File: src/rtl/nivel2_pkg.sv
// ============================================================================
//  Module   : nivel2_pkg
//  Purpose  : Shared widths, BCD limits and state encoding for the magnetron
//             countdown timer.
//  Revision : 1.0 - initial release
// ============================================================================
`default_nettype none

package nivel2_pkg;

    localparam int DIGIT_W = 4;
    localparam int STATE_W = 2;

    localparam logic [STATE_W-1:0] ST_ZERO = 2'd0;
    localparam logic [STATE_W-1:0] ST_SET  = 2'd1;
    localparam logic [STATE_W-1:0] ST_RUN  = 2'd2;

    localparam logic [DIGIT_W-1:0] MAX_DIGIT    = 4'd9;
    localparam logic [DIGIT_W-1:0] MAX_SEC_TENS = 4'd5;

endpackage

`default_nettype wire

File: src/rtl/nivel2_divisor_tick.sv
// ============================================================================
//  Module   : nivel2_divisor_tick
//  Purpose  : Seconds prescaler; counts while run is high and flags the cycle
//             in which the count wraps.
//  Revision : 1.0 - initial release
// ============================================================================
`default_nettype none

module nivel2_divisor_tick #(
    parameter int TICKS_PER_SEC = 1000
) (
    input  logic clk,
    input  logic resetn,
    input  logic run,
    input  logic clr,
    output logic tick
);

    localparam int                CNT_W = $clog2(TICKS_PER_SEC);
    localparam logic [CNT_W-1:0]  LAST  = CNT_W'(TICKS_PER_SEC - 1);

    logic [CNT_W-1:0] r_cnt;

    // Holding the count while run is low keeps the partial second across a pause.
    always_ff @(posedge clk or negedge resetn) begin
        if (!resetn) begin
            r_cnt <= '0;
        end else if (clr) begin
            r_cnt <= '0;
        end else if (run) begin
            r_cnt <= (r_cnt == LAST) ? '0 : r_cnt + 1'b1;
        end
    end

    assign tick = run && (r_cnt == LAST);

endmodule

`default_nettype wire

File: src/rtl/nivel2_temporizador.sv
// ============================================================================
//  Module   : nivel2_temporizador
//  Purpose  : BCD mm:ss countdown timer loaded from the keypad; counts down
//             while the magnetron is enabled and flags 00:00.
//  Revision : 1.0 - initial release
// ============================================================================
`default_nettype none

module nivel2_temporizador
    import nivel2_pkg::*;
#(
    parameter int TICKS_PER_SEC = 1000
) (
    input  logic               clk,
    input  logic               resetn,
    input  logic               clearn,
    input  logic               key_valid,
    input  logic [DIGIT_W-1:0] key_digit,
    input  logic               enable,
    output logic [DIGIT_W-1:0] min_tens,
    output logic [DIGIT_W-1:0] min_ones,
    output logic [DIGIT_W-1:0] sec_tens,
    output logic [DIGIT_W-1:0] sec_ones,
    output logic               timer_done,
    output logic               sec_tick
);

    logic [STATE_W-1:0] r_state;
    logic [STATE_W-1:0] w_state_nxt;

    logic [DIGIT_W-1:0] r_mt, r_mo, r_st, r_so;
    logic [DIGIT_W-1:0] w_mt_nxt, w_mo_nxt, w_st_nxt, w_so_nxt;
    logic               r_done;
    logic               r_sec_tick;

    logic w_run;
    logic w_tick;
    logic w_key_ok;
    logic w_count_nz_nxt;
    logic w_presc_clr;

    // The prescaler advances in any cycle where the timer is effectively running,
    // so the first decrement lands TICKS_PER_SEC cycles after enable rises.
    assign w_run       = (r_state != ST_ZERO) && enable && clearn;
    assign w_presc_clr = !clearn || w_key_ok ||
                         ((r_state != ST_ZERO) && (w_state_nxt == ST_ZERO));

    nivel2_divisor_tick #(
        .TICKS_PER_SEC (TICKS_PER_SEC)
    ) u_divisor (
        .clk    (clk),
        .resetn (resetn),
        .run    (w_run),
        .clr    (w_presc_clr),
        .tick   (w_tick)
    );

    always_ff @(posedge clk or negedge resetn) begin
        if (!resetn) begin
            r_state <= ST_ZERO;
        end else begin
            r_state <= w_state_nxt;
        end
    end

    always_comb begin
        w_state_nxt = r_state;
        case (r_state)
            ST_ZERO: w_state_nxt = w_count_nz_nxt ? ST_SET : ST_ZERO;
            ST_SET,
            ST_RUN:  w_state_nxt = !w_count_nz_nxt ? ST_ZERO :
                                   (enable ? ST_RUN : ST_SET);
            default: w_state_nxt = ST_ZERO;
        endcase
        if (!clearn) begin
            w_state_nxt = ST_ZERO;
        end
    end

    // Datapath next values: clear beats decrement beats keypad entry.
    always_comb begin
        w_mt_nxt = r_mt;
        w_mo_nxt = r_mo;
        w_st_nxt = r_st;
        w_so_nxt = r_so;
        w_key_ok = clearn && !w_run && key_valid && (key_digit <= MAX_DIGIT);
        if (!clearn) begin
            w_mt_nxt = '0;
            w_mo_nxt = '0;
            w_st_nxt = '0;
            w_so_nxt = '0;
        end else if (w_tick) begin
            if (r_so != '0) begin
                w_so_nxt = r_so - 1'b1;
            end else if (r_st != '0) begin
                w_st_nxt = r_st - 1'b1;
                w_so_nxt = MAX_DIGIT;
            end else if (r_mo != '0) begin
                w_mo_nxt = r_mo - 1'b1;
                w_st_nxt = MAX_SEC_TENS;
                w_so_nxt = MAX_DIGIT;
            end else begin
                w_mt_nxt = r_mt - 1'b1;
                w_mo_nxt = MAX_DIGIT;
                w_st_nxt = MAX_SEC_TENS;
                w_so_nxt = MAX_DIGIT;
            end
        end else if (w_key_ok) begin
            w_mt_nxt = r_mo;
            w_mo_nxt = r_st;
            w_st_nxt = r_so;
            w_so_nxt = key_digit;
        end
        w_count_nz_nxt = |{w_mt_nxt, w_mo_nxt, w_st_nxt, w_so_nxt};
    end

    always_ff @(posedge clk or negedge resetn) begin
        if (!resetn) begin
            r_mt       <= '0;
            r_mo       <= '0;
            r_st       <= '0;
            r_so       <= '0;
            r_done     <= 1'b1;
            r_sec_tick <= 1'b0;
        end else begin
            r_mt       <= w_mt_nxt;
            r_mo       <= w_mo_nxt;
            r_st       <= w_st_nxt;
            r_so       <= w_so_nxt;
            r_done     <= (w_state_nxt == ST_ZERO);
            r_sec_tick <= w_tick;
        end
    end

    assign min_tens   = r_mt;
    assign min_ones   = r_mo;
    assign sec_tens   = r_st;
    assign sec_ones   = r_so;
    assign timer_done = r_done;
    assign sec_tick   = r_sec_tick;

endmodule

`default_nettype wire

File: config.mk
export PLATFORM = sky130hd
export DESIGN_NAME = nivel2_temporizador
export DESIGN_NICKNAME = d
export VERILOG_FILES = /design/src/rtl/nivel2_pkg.sv /design/src/rtl/nivel2_divisor_tick.sv /design/src/rtl/nivel2_temporizador.sv
export SDC_FILE = /design/constraint.sdc
export NUM_CORES = 1
export LEC_CHECK = 0
export CAP_MARGIN = 20
export CORE_ASPECT_RATIO = 1.75
export CORE_MARGIN = 4
export CORE_UTILIZATION = 45
export DETAILED_ROUTE_END_ITERATION = 8
export GPL_TIMING_DRIVEN = 0
export HOLD_SLACK_MARGIN = 0.1
export PLACE_DENSITY = 0.67
export SYNTH_ARGS = -nofsm -noshare
export SYNTH_HDL_FRONTEND = slang
export SYNTH_SLANG_ARGS = --single-unit
File: constraint.sdc
create_clock -name clk -period 6 [get_ports clk]
set_input_delay 1.8 -clock clk [delete_from_list [all_inputs] [get_ports clk]]
set_output_delay 1.8 -clock clk [all_outputs]
set_load 0.005 [all_outputs]
======== Yosys cells after proc, flatten, opt, wreduce, memory -nomap -nowiden ========
Cells that the tools add are included.
word-level totals
  bits in registers ....................... 30
  word-level logic and storage cells ...... 66
cells by class
  order comparisons ....................... 1
  reductions and logical operators ........ 20
  add/subtract/negate cells ............... 5
  muxes and demuxes ....................... 29
  eq/ne operators ......................... 3
operator list
  kind                     number
  $mux W4                  21
  $mux W10                 3
  $reduce_or A16 Y1        1
  $sub A4 B1 Y4 const B    4
  $reduce_bool A4 Y1       3
  $add A10 B1 Y10 const B  1
  $eq A10 B10 Y1 const B   1
  $logic_and A1 B1 Y1      7
  $mux W2                  3
  $le A4 B4 Y1 const B     1
  $logic_not A2 Y1         2
  $pmux W2 S2              1
  $reduce_bool A2 Y1       2
  $eq A2 B1 Y1 const B     1
  $eq A2 B2 Y1 const B     1
  $logic_not A1 Y1         2
  $logic_or A1 B1 Y1       2
  $reduce_or A2 Y1         1
  $mux W1                  1

======== Longest topological paths before layout ========
Gate-level depths: netlist of the first run.
  depth after elaboration ................. 18
  mapped depth ............................ 11
  gate-level depth less buffers ........... 10

======== Cells and area by module ========
From an unflattened synthesis of the first run, not the netlist that was laid out.
second synthesis, totals
  cell total of the unflattened synthesis .. 241
  area, all modules ....................... 2132.0 sq um
by module, submodules not included
  module               area each (sq um)  cells each  instances
  nivel2_temporizador  1562.7             180         1
  nivel2_divisor_tick  569.3              61          1

======== Worst setup path after synthesis of the first run ========
Ideal clock, no wire load.
  path kind ............................... input to register
  start point ............................. input port enable
  end point ............................... register u_divisor.r_cnt[1]
  setup slack ............................. 1856 ps
  stages .................................. 8
  library setup time ...................... 136 ps
  arrival ................................. 4008 ps
  cells stage by stage .................... nand4b_1 > nor4_2 > o2111ai_1 > or4b_1 > a21boi_1 > or4b_4 > a32oi_4 > nor3_1
on the way
  cells in the longest elaborated chain, start to end .. 17
  elaborated cells on any way between the ends .. 31
  those cells by class .................... 18 x mux; 13 x reduce/logical
ends and longest elaborated chain
  what                                                   line                                                  source
  start: declaration                                     nivel2_temporizador.sv:19                             input logic enable,
  $logic_and A1 B1 Y1 (2 in a row)                       nivel2_temporizador.sv:44                             assign w_run = (r_state != ST_ZERO) && enable && clearn;
  $logic_not A1 Y1                                       nivel2_temporizador.sv:86                             w_key_ok = clearn && !w_run && key_valid && (key_digit <= MAX_DIGIT);
  $logic_and A1 B1 Y1 (3 in a row)                       nivel2_temporizador.sv:86
  $mux W4                                                nivel2_temporizador.sv:108                            end else if (w_key_ok) begin
  $mux W4                                                nivel2_temporizador.sv:92                             end else if (w_tick) begin
  $mux W4                                                nivel2_temporizador.sv:87                             if (!clearn) begin
  $reduce_or A16 Y1                                      nivel2_temporizador.sv:114                            w_count_nz_nxt = |{w_mt_nxt, w_mo_nxt, w_st_nxt, w_so_nxt};
  $mux W2 / $mux W1 (equally long branches)              nivel2_temporizador.sv:71, nivel2_temporizador.sv:69
  $pmux W2 S2                                            nivel2_temporizador.sv:68                             case (r_state)
  $mux W2                                                nivel2_temporizador.sv:75                             if (!clearn) begin
  $logic_not A2 Y1                                       nivel2_temporizador.sv:46                             ((r_state != ST_ZERO) && (w_state_nxt == ST_ZERO));
  $logic_and A1 B1 Y1                                    nivel2_temporizador.sv:46
  $logic_or A1 B1 Y1                                     nivel2_temporizador.sv:45                             assign w_presc_clr = !clearn || w_key_ok ||
  $mux W10 / $reduce_bool A2 Y1 (equally long branches)  -
  end signal: assignment                                 nivel2_divisor_tick.sv:31                             r_cnt <= (r_cnt == LAST) ? '0 : r_cnt + 1'b1;
  end: declaration                                       nivel2_divisor_tick.sv:22                             logic [CNT_W-1:0] r_cnt;
Several ways; a longest one is shown, not always the timed one.
A chain may end at the register's enable or synchronous reset.

======== Worst setup path in the final report of the first run ========
  start point ............................. input port enable
  end point ............................... register u_divisor.r_cnt[9]
Same word-level chain as after synthesis.

==> results of run 1 <==
==> area by class of cell <==
class,instances,area [µm²]
Buffer,8,38.8
Clock buffer,7,86.3
Clock inverter,1,5.00
Fill cell,426,1930
Inverter,13,48.8
Multi-Input combinational cell,190,1260
Sequential cell,30,752
Tap cell,51,63.8
Timing Repair Buffer,26,255
==> through the flow <==
stage               hold slack [ns]  total power [mW]  instance area (µm²)
floorplan                     0.522             0.276                 2100
global placement              0.556             0.308                 2420
detailed placement            0.559             0.308                 2420
CTS                           0.575             0.478                 2510
global route                  0.609             0.496                 2510
finish                        0.581             0.475                 2510
==> cell families after synthesis <==
| logic type | Yosys count | synth area share |
|---|---|---|
| buf+inv | 21 | 0.0417 |
| fa+ha+maj | 6 | 0.0358 |
| flops | 30 | 0.358 |
| mux | 10 | 0.0489 |
| compound gates | 57 | 0.192 |
| simple gates | 107 | 0.281 |
| xor+xnor | 10 | 0.0417 |
==> power groups by stage <==
| stage | Clock, mW | Combinational, mW | Sequential (mW) |
|---|---|---|---|
| global route | 0.180 | 0.103 | 0.212 |
| floorplan | 0 | 0.0610 | 0.215 |
| finish | 0.171 | 0.0928 | 0.211 |
| CTS | 0.173 | 0.0934 | 0.211 |
| global placement | 0 | 0.0927 | 0.215 |
| detailed placement | 0 | 0.0928 | 0.215 |
==> Yosys cell counts, types with 2 or more instances <==
cell,n,area (µm²)
a211oi_1,5,37.5
a21oi_1,14,70.1
and3_1,5,31.3
clkbuf_1,5,18.8
dfrtp_1,29,726
ha_1,6,75.1
inv_1,12,45.0
mux2_2,2,22.5
mux2i_1,8,80.1
nand2_1,24,90.1
nand2b_1,2,12.5
nand3_1,13,65.1
nand3b_1,3,22.5
nand4_1,3,18.8
nand4b_1,2,17.5
nor2_1,19,71.3
nor2b_1,3,18.8
nor3_1,12,60.1
nor3b_1,3,22.5
nor4_1,3,18.8
nor4_2,3,37.5
o2111ai_1,3,26.3
o211ai_1,2,15.0
o21a_1,2,15.0
o21ai_0,11,55.1
o21bai_1,2,15.0
o22ai_1,4,25.0
o311a_1,2,20.0
o31ai_1,2,15.0
or4_1,4,30.0
xnor2_1,4,35.0
xor2_1,6,52.6
==> layout by cell type (no fill, tap or decap), types with 3 or more instances in the layout <==
cell             instances
o21ai_0                 11
nor2b_1                  3
clkbuf_1                 6
a211oi_1                 5
inv_1                   12
and3_1                   5
nand2_1                 24
nand4_1                  3
xor2_1                   6
nor3b_1                  3
o2111ai_1                3
o22ai_1                  4
ha_1                     6
nand3b_1                 3
nand3_1                 13
xnor2_1                  4
mux2i_1                  8
clkbuf_8                 6
a21oi_1                 14
nor3_1                  12
or4_1                    4
nor4_1                   3
nor2_1                  19
dfrtp_1                 29
clkdlybuf4s50_1         25
nor4_2                   3
==> layer usage <==
layer	GRT usage	up-vias	wire [µm]
met4	0.130	0	233
met1	0.248	977	2170
met3	0.0344	25	297
li1	-	964	-
met5	0	-	0
met2	0.369	68	3110
==> flip-flops by register name, indices dropped and copies added (netlist names) <==
signal	flops
u_divisor.r_cnt	10
min_ones	4
min_tens	4
sec_ones	4
sec_tens	4
r_state	2
sec_tick	1
timer_done	1
==> worst paths after layout <==
| path | slack (ns) | depth (start not counted) | end | start |
|---|---|---|---|---|
| min in group asynchronous | 1.54 | 1 | sec_ones[3] | resetn |
| setup reg to reg | 2.23 | 10 | u_divisor.r_cnt[9] | sec_tens[1] |
| setup / recovery | 1.02 | 9 | u_divisor.r_cnt[9] | enable |
| max in group asynchronous | 4.01 | 1 | u_divisor.r_cnt[5] | resetn |
| hold / removal | 0.58 | 2 | u_divisor.r_cnt[9] | u_divisor.r_cnt[9] |
| hold reg to reg | 0.58 | 2 | u_divisor.r_cnt[9] | u_divisor.r_cnt[9] |
==> worst max-delay path, delay by kind of cell <==
family                 cells  cell delay, ns
buffers and inverters      1            0.54
and+or+nand+nor            5            2.05
AOI/OAI and AO/OA          3            0.73
==> impl_results.md, run 1 <==
- Status: complete, no violations
- GRT Residual Overflow: 0
- # placed instances: 318
- Rows: 32
- Hold Fails Final Rpt: 0
- CTS buffer count: 5
- First-pass GRT wire length: 9.86 mm
- Initial DRC count: about 130
- Die width: between 50 and 60 µm
- Area of the die: ~5900 µm²
- Post-synth EDFFs: 0
- Skew final: 0.00814 ns
- Int Pwr: approximately 0.34 mW
- CP required: between 6 and 7 ns
- Htree depth: 2
- I/O pin count: 27
- Worst path cell trace: clkdlybuf4s50_1 -> nand4b_1 -> nor4_2 -> o2111ai_1 -> or4b_1 -> a21boi_1 -> or4b_4 -> a32oi_4 -> nor3_1
- Core Box Area: 4440 µm²
- CP Max Fanout: 10
- Antenna violations before repair: 0
- Layout area overhead: 19.5%
- Dpl ws: 0.771 ns
- Mean Syn Cell Area: between 8 and 9 µm²
- Post-layout util: 0.565
- Sequential share of the synthesized area: 0.358
- Yosys warns: 0
- Net Count, Synth: between 200 and 300
- Worst-path clk slew: ~0.06 ns
- Die Ht: between 90 and 100 µm
- GRT Resource Usage Total: 0.219
- Ys flop type: dfrtp_1
- Number of global-route vias before repair: just over 2000
- Critical path arrival: 5.12 ns
- Fraction of registers with async set/reset: 1.00
- Final ANT Viol Nets: 0
- Worst skew pair latency: 0.29 ns
- Post-synthesis register bit count: 30
- Hold_buf cts: 0
- Power Dens Cells: between 150 and 200 nW/µm²
- Max VDD drop: approximately 0.00013 V
- Antenna diodes: 0
- Final setup TNS: 0 ns
- Fmax: about 200 MHz
- Cell count after synthesis: between 200 and 250
- Synth cell types: 55
- DRC: 0
- Vias: 2034
- # setup viols final: 0
- Slowest-stage cell, CP: nor4_2
- DR pass1 iterations: 4
- Largest net degree at the start of global routing: 31
- Post-CTS setup buffer count: 0
- Fin. max-slew vios: 0
- Combinational Power Share: 0.195
- Clock root buffer: clkbuf_8
- Setup crit start kind: input pin
- WS Path Type: in2reg
- Type of the worst min-delay path: reg2reg
- RSZ-0062 raised after global routing: no
- Clk buf depth: 2
- DP Wirelength: approximately 4.3 mm
- Worst slew pin tran: around 0.94 ns
- Share of cells above drive strength 1: 0.0764
- Vias per cell: around 6.2
- Final #Nets: 289
- Final Non-Filler Cells: 326
- Mapped cell area: approximately 2100 µm²
- Tcrit/Tclk final: 0.830
- Starting Density: 0.472
- Post_cts resized: 0
- Gpl congestion: about 0.9
- Setup ws final: 1.02 ns
- Leak: 1.02 nW
- TritonCTS clock tree: built
- Slowest stage delay, CP: between 0.6 and 0.7 ns
- Post-Route WL: roughly 5.8 mm
- Crit. End Element: register
- Port bufs: 26
- Sequential power share: 0.445
- Min Clock Period, post-route: around 5 ns
- Switching portion of total power: 0.287
- Clock Sinks: 30
- WL per Instance: about 18 µm
- P_sw: about 0.14 mW
- Clock Power Share: 0.359
- Max-slew headroom: 0.368
- Max Cap Violations: 0
(Power assumes the default switching activity.)
==> inputs of run 2 (changes only) <==
Clock period 6 ns to 5.1 ns, I/O delays scaled along.
==> results of run 2 <==
Same layout as run 1 (identical final DEF). Status: complete, no violations.
Main changes from that run: setup slack after placement 0.771 ns -> 0.141 ns; setup slack after layout 1.02 ns -> 0.391 ns; register-to-register setup slack 2.23 ns -> 1.33 ns; total power 0.475 mW -> 0.559 mW; worst IR drop on VDD 0.000132 V -> 0.000155 V
==> inputs of run 3 (changes only) <==
Settings changed: CTS_CLUSTER_SIZE set to 25.
==> results of run 3 <==
Same layout as run 1 (identical final DEF). Status: complete, no violations.
Main changes from that run: setup slack after placement 0.771 ns -> 0.141 ns; setup slack after layout 1.02 ns -> 0.391 ns; register-to-register setup slack 2.23 ns -> 1.33 ns; total power 0.475 mW -> 0.559 mW; worst IR drop on VDD 0.000132 V -> 0.000155 V
